File: src/rtl/vcore_cfg_master.sv
// Configuration write master: queues register writes in a small FIFO and issues
// them as Avalon-MM writes, optionally holding a command until a frame boundary.
module vcore_cfg_master #(
  parameter int AVM_AW     = 4,
  parameter int AVM_DW     = 32,
  parameter int FIFO_DEPTH = 4
) (
  input  logic              clk,
  input  logic              rst,
  input  logic              cmd_valid,
  output logic              cmd_ready,
  input  logic              cmd_sync,
  input  logic [AVM_AW-1:0] cmd_address,
  input  logic [AVM_DW-1:0] cmd_writedata,
  input  logic              frame_start,
  output logic              avm_write,
  output logic [AVM_AW-1:0] avm_address,
  output logic [AVM_DW-1:0] avm_writedata,
  input  logic              avm_waitrequest,
  output logic              busy,
  output logic [15:0]       wr_count
);

  localparam int PW = $clog2(FIFO_DEPTH);
  localparam int CW = PW + 1;
  localparam int EW = 1 + AVM_AW + AVM_DW;

  typedef enum logic [1:0] {IDLE, WAIT_FRAME, WRITE} state_t;

  state_t            state_q, state_d;
  logic [EW-1:0]     mem_q [FIFO_DEPTH];
  logic [PW-1:0]     wr_ptr_q, wr_ptr_d, rd_ptr_q, rd_ptr_d;
  logic [CW-1:0]     count_q, count_d;
  logic              cmd_ready_q, cmd_ready_d;
  logic              avm_write_q, avm_write_d;
  logic [AVM_AW-1:0] avm_address_q, avm_address_d;
  logic [AVM_DW-1:0] avm_writedata_q, avm_writedata_d;
  logic [15:0]       wr_count_q, wr_count_d;

  logic              push, pop, empty;
  logic [EW-1:0]     head;
  logic              head_sync;
  logic [AVM_AW-1:0] head_addr;
  logic [AVM_DW-1:0] head_data;

  assign head      = mem_q[rd_ptr_q];
  assign head_sync = head[EW-1];
  assign head_addr = head[AVM_DW +: AVM_AW];
  assign head_data = head[AVM_DW-1:0];
  assign empty     = (count_q == '0);

  // FIFO bookkeeping; ready is derived from next occupancy so it never sees a same-cycle pop
  always_comb begin
    push     = cmd_valid & cmd_ready_q;
    pop      = (state_q == WRITE) & ~avm_waitrequest;
    wr_ptr_d = wr_ptr_q;
    rd_ptr_d = rd_ptr_q;
    count_d  = count_q;
    if (push) wr_ptr_d = wr_ptr_q + PW'(1);
    if (pop)  rd_ptr_d = rd_ptr_q + PW'(1);
    case ({push, pop})
      2'b10:   count_d = count_q + CW'(1);
      2'b01:   count_d = count_q - CW'(1);
      default: count_d = count_q;
    endcase
    cmd_ready_d = (count_d != CW'(FIFO_DEPTH));
  end

  always_ff @(posedge clk) begin
    if (push) mem_q[wr_ptr_q] <= {cmd_sync, cmd_address, cmd_writedata};
  end

  always_comb begin
    state_d         = state_q;
    avm_address_d   = avm_address_q;
    avm_writedata_d = avm_writedata_q;
    wr_count_d      = wr_count_q;
    case (state_q)
      IDLE: begin
        if (!empty) begin
          if (head_sync) begin
            state_d = WAIT_FRAME;
          end else begin
            state_d         = WRITE;
            avm_address_d   = head_addr;
            avm_writedata_d = head_data;
          end
        end
      end
      WAIT_FRAME: begin
        if (frame_start) begin
          state_d         = WRITE;
          avm_address_d   = head_addr;
          avm_writedata_d = head_data;
        end
      end
      WRITE: begin
        if (!avm_waitrequest) begin
          state_d    = IDLE;
          wr_count_d = wr_count_q + 16'd1;
        end
      end
      default: state_d = IDLE;
    endcase
    avm_write_d = (state_d == WRITE);
  end

  always_ff @(posedge clk or negedge rst) begin
    if (!rst) begin
      state_q         <= IDLE;
      wr_ptr_q        <= '0;
      rd_ptr_q        <= '0;
      count_q         <= '0;
      cmd_ready_q     <= 1'b1;
      avm_write_q     <= 1'b0;
      avm_address_q   <= '0;
      avm_writedata_q <= '0;
      wr_count_q      <= '0;
    end else begin
      state_q         <= state_d;
      wr_ptr_q        <= wr_ptr_d;
      rd_ptr_q        <= rd_ptr_d;
      count_q         <= count_d;
      cmd_ready_q     <= cmd_ready_d;
      avm_write_q     <= avm_write_d;
      avm_address_q   <= avm_address_d;
      avm_writedata_q <= avm_writedata_d;
      wr_count_q      <= wr_count_d;
    end
  end

  assign cmd_ready     = cmd_ready_q;
  assign avm_write     = avm_write_q;
  assign avm_address   = avm_address_q;
  assign avm_writedata = avm_writedata_q;
  assign wr_count      = wr_count_q;
  assign busy          = ~empty | (state_q != IDLE);

endmodule

File: config.mk
export PLATFORM = sky130hd
export DESIGN_NAME = vcore_cfg_master
export DESIGN_NICKNAME = d
export VERILOG_FILES = /design/src/rtl/vcore_cfg_master.sv
export SDC_FILE = /design/constraint.sdc
export NUM_CORES = 1
export LEC_CHECK = 0
export CAP_MARGIN = 5
export CORE_MARGIN = 8
export CORE_UTILIZATION = 57
export CTS_BUF_LIST = sky130_fd_sc_hd__clkbuf_8
export DETAILED_ROUTE_END_ITERATION = 16
export GPL_TIMING_DRIVEN = 0
export PLACE_DENSITY = 0.84
export SLEW_MARGIN = 25
export SYNTH_ARGS = -nofsm -noshare
export SYNTH_HDL_FRONTEND = slang
export SYNTH_SLANG_ARGS = --single-unit
File: constraint.sdc
create_clock -name clk -period 2.7 [get_ports clk]
set_input_delay 0.54 -clock clk [delete_from_list [all_inputs] [get_ports clk]]
set_output_delay 0.54 -clock clk [all_outputs]
set_load 0.01 [all_outputs]
==> reports/qor.yml, run 1 <==
io_buffers: 96
required_ps: 3050
core_um2: 13700
slew_headroom_pct: 38.3
cts_inserted_buffers: 34
place_ws_ps: -363
ir_drop_uv: 510
cp-endpoint: "avm_writedata[30]"
power_density_nw_per_um2: 1090
via_per_inst: 5.44
dieArea_um2: 18000
grt_pass1_wl_mm: 23.6
top_usage_layer: "met2"
layout.cells.non_filler: 725
seq_area_frac_synth_pct: 75.9
dp_cells: 665
dp_hpwl_mm: 9.63
drc: 0
grt_overflow: 0
cts_tree: "yes"
grt_antenna_before_repair: 0
tns_ps: 0
clock_skew_ps: 26.5
r2r_end: "avm_writedata[30]"
cts_setup_buffers: 0
crit_type: "register to register"
arrival_ps: 2850
clk_pin_slew_worst_paths_ps: 60
drt-initial-drc-count: 278
reg2reg_depth: 4
synthToLayoutAreaGrowth_pct: 24.4
via_count: 3941
routed_wl_mm: 14.6
wl_per_cell_um: 20.2
worst_slew_pin_slew_ps: 926
met3_usage_pct: 4.23
firstDrtPassIters: 4
syn_avg_cell_area_um2: 20.7
pwr-share-comb_pct: 32.7
drive_above_1_share_pct: 25.1
intPower_mw: 7.65
synthDistinctLibCells: 31
setup_viol: 0
leakagePower_nw: 3.61
root_buffer: "clkbuf_8"
use_met1_pct: 18.8
grt_pass1_vias: 4375
min_period_over_period_pct: 92.8
io_pins: 97
cp-startpoint: "rd_ptr_q[0]"
ys_seq_elements: 211
crit_path_end_kind: "register"
rsz0062_at_grt: "false"
fin_ws_ps: 194
status: "complete, no violations"
min_path_type: "register to register"
postSynthCellCount: 384
pwr-share-seq_pct: 44.0
clkPwrFrac_pct: 23.2
hold_viol: 0
die_x_um: 134
insertion_delay_ps: 490
track_usage_pct: 16.9
place.gp.congestion: 0.717
yosys_warnings: 0
p_sw_mw: 3.07
max_freq_ghz: 0.399
die_h_um: 134
grtUsageMet2_pct: 30.5
clk_path_buf_depth: 3
synthesis.area_um2: 7940
min_period_ps: 2510
path_max_fanout: 10
htree_levels: 2
r2r-start: "rd_ptr_q[0]"
initial_core_util_pct: 57.8
syn_nets: 433
final_nets: 571
placementRows: 43
reg2reg_slack_ps: 190
max-cap-violations: 0
startpoint_type: "register"
clock-sinks: 211
p_sw_share_pct: 28.6
drv_slew: 0
antenna_left: 0
grt_max_degree: 40
num_antenna_cells: 0
## power groups by stage
| stage | Combinational (mW) | Sequential [mW] | Clock [mW] |
|---|---|---|---|
| final | 3.51 | 4.72 | 2.49 |
| after global routing | 3.79 | 4.80 | 2.69 |
| after CTS | 3.60 | 4.73 | 2.55 |
| after detailed placement | 3.58 | 4.78 | 0 |
| after global placement | 3.37 | 4.75 | 0 |
| after floorplan | 2.02 | 4.85 | 0 |
## critical path, cell delays in order (launching register included)
cell and delay [ps]:
dfrtp_1 400, mux4_2 590, o41ai_4 760, buf_6 260
mux2_2 350
## how the worst min path moves through the flow
stage	end	start	cells past startpoint	slack, ps
floorplan	avm_address[0]	rst	0	240
global placement	wr_count[15]	wr_count[15]	1	450
detailed placement	wr_count[15]	wr_count[15]	1	470
CTS	wr_count[15]	wr_count[15]	1	480
global route	wr_count[15]	wr_count[15]	1	510
finish	wr_count[15]	wr_count[15]	1	480
## metal layers
layer,wire (um),part of all wire [%]
met4,235,1.6
met2,8060,55
met5,0,0
met3,683,4.7
met1,5650,39
## metrics by stage
step                util [%]  power (mW)  hold slack (ps)  area, um^2
finish                  71.9        10.7              478        9870
global route            71.9        11.3              512        9870
CTS                     71.9        10.9              481        9860
detailed placement      67.2        8.36              470        9230
global placement        66.5        8.13              455        9120
floorplan                  -        6.87              244        7940
## area by class of cell
class	count	area [um^2]
Clock buffer	40	551
Fill cell	862	3850
Tap cell	180	225
Sequential cell	211	6020
Clock inverter	19	78.8
Timing Repair Buffer	102	1070
Multi-Input combinational cell	152	1820
Buffer	13	77.6
Inverter	8	30.0
## synthesized netlist by cell type (all sizes together)
library cell,count,area [um^2]
dfstp,1,26.3
mux2,38,428
buf,9,61.3
nor2b,1,6.26
nor3b,1,7.51
a21oi,2,10.0
mux2i,1,10.0
edfxtp,148,4440
o41ai,1,27.5
and3,7,43.8
o21ai,2,10.0
inv,8,30.0
nor2,8,30.0
clkbuf,4,15.0
fa,1,20.0
ha,6,75.1
xnor2,11,96.3
nor3,6,30.0
nand3,3,15.0
nand3b,1,7.51
nand4,1,6.26
nor4,2,12.5
xor2,10,87.6
or2,1,6.26
mux4,37,833
nand2,12,45.0
dfrtp,62,1550
## cell families after synthesis
family / after synthesis / share of synthesized area (%)
flops: 211 / 75.9
mux: 76 / 16.0
simple gates: 43 / 2.65
xor+xnor: 21 / 2.32
buf+inv: 21 / 1.34
fa+ha+maj: 7 / 1.20
compound gates: 5 / 0.599
## flip-flops by register name (all words and copies together), names as in the netlist
register and cells:
count_q 3, wr_ptr_q 2, cmd_ready 1, mem_q 148, avm_address 4, state_q 2
avm_writedata 32, wr_count 16, avm_write 1, rd_ptr_q 2
## repair_timing
action                                  CTS  global route
hold buffers                              1             0
hold endpoints to repair                 24             0
endpoints found under the setup margin    0             2
resized for setup                         0             2
## cells in the final DEF, fill, tap and decap left out, types with 2 or more instances in the layout
cell,n
nand2_1,12
clkinv_1,4
dfrtp_1,62
and3_1,3
o21ai_0,2
inv_1,19
nand3_1,3
buf_6,3
buf_4,2
xnor2_1,11
clkdlybuf4s50_1,95
and3_2,4
clkinv_2,3
clkbuf_1,4
nor4_1,2
ha_1,6
xor2_1,10
edfxtp_1,148
buf_1,3
mux2_1,2
mux2_2,36
buf_12,5
a21oi_1,2
nor3_1,5
nor2_1,8
clkbuf_8,40
mux4_2,37
Power figures use the tool's default switching activity.
==> run 2: changes to the inputs <==
--- a/config.mk
+++ b/config.mk
@@ -6,12 +6,14 @@
 export NUM_CORES = 1
 export LEC_CHECK = 0
 export CAP_MARGIN = 5
+export CELL_PAD_IN_SITES_DETAIL_PLACEMENT = 0
+export CELL_PAD_IN_SITES_GLOBAL_PLACEMENT = 2
 export CORE_MARGIN = 8
-export CORE_UTILIZATION = 57
+export CORE_UTILIZATION = 44
 export CTS_BUF_LIST = sky130_fd_sc_hd__clkbuf_8
 export DETAILED_ROUTE_END_ITERATION = 16
 export GPL_TIMING_DRIVEN = 0
-export PLACE_DENSITY = 0.84
+export PLACE_DENSITY = 0.85
 export SLEW_MARGIN = 25
 export SYNTH_ARGS = -nofsm -noshare
 export SYNTH_HDL_FRONTEND = slang
==> run 2 against run 1 <==
Against the previous run:
- total power down 0.28%
- combinational power down 2%
- first-iteration DRC count down 33%
- critical path depth unchanged
- die area up 26%
- wire length up 1.8%
- sequential power about the same
- critical path type unchanged
- critical endpoint is now avm_writedata[12]
- highest routed layer unchanged
==> reports/qor.yml, run 2 (synthesized netlist as in run 1, its figures left out) <==
wl_per_cell_um: 19.2  # was 20.2 um
slew_headroom_pct: 40.0  # was 38.3%
cts_inserted_buffers: 35  # was 34
min_period_ps: 2530  # was 2510 ps
dp_hpwl_mm: 9.02  # was 9.63 mm
p_sw_share_pct: 29.0  # was 28.6%
ir_drop_uv: 526  # was 510 uV
fillCellCount: 1368  # was 862
synthToLayoutAreaGrowth_pct: 24.5  # was 24.4%
max_freq_ghz: 0.395  # was 0.399 GHz
crit_type: "register to register"  # unchanged
crit_path_end_kind: "register"  # unchanged
drc: 0  # unchanged
power.total_mw: 10.7  # about the same
grt_max_degree: 38  # was 40
die_h_um: 150  # was 134 um
drive_above_1_share_pct: 24.2  # was 25.1%
cts_tree: "yes"  # unchanged
grt_pass1_wl_mm: 23.7  # was 23.6 mm
clk_pin_slew_worst_paths_ps: 60  # about the same
setup_viol: 0  # unchanged
insertion_delay_ps: 500  # was 490 ps
hold_viol: 0  # unchanged
clock-sinks: 211  # unchanged
layout_common_cells: "148 x edfxtp_1, 95 x clkdlybuf4s50_1, 62 x dfrtp_1"  # unchanged
min_path_type: "register to register"  # unchanged
arrival_ps: 2910  # was 2850 ps
dieArea_um2: 22600  # was 18000 um^2
antenna_left: 0  # unchanged
grt_antenna_before_repair: 0  # unchanged
slowest_stage: "o41ai_4"  # unchanged
max-cap-violations: 0  # unchanged
crit_chain: "mux4_2 > o41ai_4 > buf_6 > mux2_2"  # unchanged
core_um2: 17800  # was 13700 um^2
mostFrequentLayoutCell: "edfxtp_1"  # unchanged
min_from: "wr_count[15]"  # unchanged
placementRows: 49  # was 43
pwr-share-seq_pct: 44.2  # was 44.0%
critPathTopFamily: "multiplexers"  # unchanged
route.met3.wl_um: 919  # was 683 um
final_nets: 568  # was 571
track_usage_pct: 13.8  # was 16.9%
worst_slew_pin_slew_ps: 900  # was 926 ps
clkPwrFrac_pct: 23.5  # was 23.2%
die_x_um: 150  # was 134 um
clk_path_buf_depth: 3  # unchanged
firstDrtPassIters: 6  # was 4
io_pins: 97  # unchanged
slowest_delay_ps: 800  # was 760 ps
routed_wl_mm: 14.9  # was 14.6 mm
io_buffers: 96  # unchanged
p_sw_mw: 3.10  # was 3.07 mW
rsz0062_at_grt: "false"  # unchanged
largest_register_ffs: 148  # unchanged
htree_levels: 2  # unchanged
post-route-util_pct: 55.4  # was 71.9%
via_count: 3912  # was 3941
drt-initial-drc-count: 185  # was 278
initial_core_util_pct: 44.5  # was 57.8%
intPower_mw: 7.59  # was 7.65 mW
grt_overflow: 0  # unchanged
grt_pass1_vias: 4386  # was 4375
cts_setup_buffers: 0  # unchanged
top_layer: "met4"  # unchanged
via_per_inst: 5.05  # was 5.44
tns_ps: 0  # unchanged
num_antenna_cells: 0  # unchanged
critPathBufInv: 1  # unchanged
required_ps: 3080  # was 3050 ps
startpoint_type: "register"  # unchanged
r2r-start: "rd_ptr_q[0]"  # unchanged
path_max_fanout: 10  # unchanged
met1Wirelength_mm: 6.19  # was 5.65 mm
regMostFlops: "mem_q"  # unchanged
status: "complete, no violations"  # unchanged
cp-startpoint: "rd_ptr_q[0]"  # unchanged
min_period_over_period_pct: 93.9  # was 92.8%
power_density_nw_per_um2: 1080  # was 1090 nW/um^2
drv_slew: 0  # unchanged
place.gp.congestion: 0.756  # was 0.717
reg2reg_slack_ps: 170  # was 190 ps
clock_skew_ps: 9.99  # was 26.5 ps
route.met2.wl_mm: 7.51  # was 8.06 mm
leakagePower_nw: 3.58  # was 3.61 nW
pwr-share-comb_pct: 32.2  # was 32.7%
root_buffer: "clkbuf_8"  # unchanged
==> run 2: cell types whose count changed in the layout (fill, tap and decap cells not counted), sizes merged <==
cell / delta
buf: -4
inv: +5
clkinvlp: +2
clkinv: -1
clkbuf: -1
==> run 2: through the flow <==
stage / setup WS, ps / hold WS [ps] / area, um^2 / instances
6_report: 166 / 477 / 9880 / 775
5_1_grt: 63.1 / 503 / 9880 / 775
4_1_cts: 16.5 / 479 / 9870 / 775
3_5_place_dp: -211 / 470 / 9220 / 710
3_3_place_gp: -1470 / 460 / 9180 / 709
2_1_floorplan: 469 / 244 / 7940 / 384
==> run 2: timing repair <==
item	in CTS	in global routing
hold buffers	1	0
resized for setup	0	1
endpoints found under the setup margin	0	1
endpoints found under the hold margin	27	0
==> run 2: final timing paths <==
check	end	cells past startpoint
max	avm_writedata[12]	4
min	wr_count[15]	1
max reg2reg	avm_writedata[12]	4
min reg2reg	wr_count[15]	1
max in group asynchronous	avm_writedata[12]	3
min in group asynchronous	count_q[2]	2
==> run 2: power by group through the flow <==
| stage | Clock (mW) | Combinational, mW | Sequential (mW) |
|---|---|---|---|
| after floorplan | 0 | 2.02 | 4.85 |
| after global placement | 0 | 3.44 | 4.78 |
| after detailed placement | 0 | 3.52 | 4.79 |
| after CTS | 2.59 | 3.54 | 4.74 |
| after global routing | 2.72 | 3.75 | 4.82 |
| final | 2.52 | 3.44 | 4.73 |
==> run 2: layout make-up <==
class | count | area, um^2 | area share, %
clock inverter | 25 | 106 | 1.08
sequential | 211 | 6020 | 60.9
clock buffer | 39 | 537 | 5.43
inverter | 8 | 30.0 | 0.304
buffer | 13 | 77.6 | 0.785
tap | 229 | 287 | 2.90
timing repair buffer | 98 | 988 | 10.0
multi-input combinational | 152 | 1830 | 18.6
==> run 2: layer usage <==
layer  global-route usage [%]  vias to the layer above
li1                         -                     1772
met1                     16.7                     2019
met2                     23.1                       94
met3                     4.24                       27
met4                     4.75                        0
met5                        0                        -
==> run 3: changes to the inputs <==
--- a/config.mk
+++ b/config.mk
@@ -13,6 +13,7 @@
 export CTS_BUF_LIST = sky130_fd_sc_hd__clkbuf_8
 export DETAILED_ROUTE_END_ITERATION = 16
 export GPL_TIMING_DRIVEN = 0
+export HOLD_SLACK_MARGIN = 0.1
 export PLACE_DENSITY = 0.85
 export SLEW_MARGIN = 25
 export SYNTH_ARGS = -nofsm -noshare
==> results of run 3 <==
No change in the layout: final DEF, timing and power equal those of run 2.
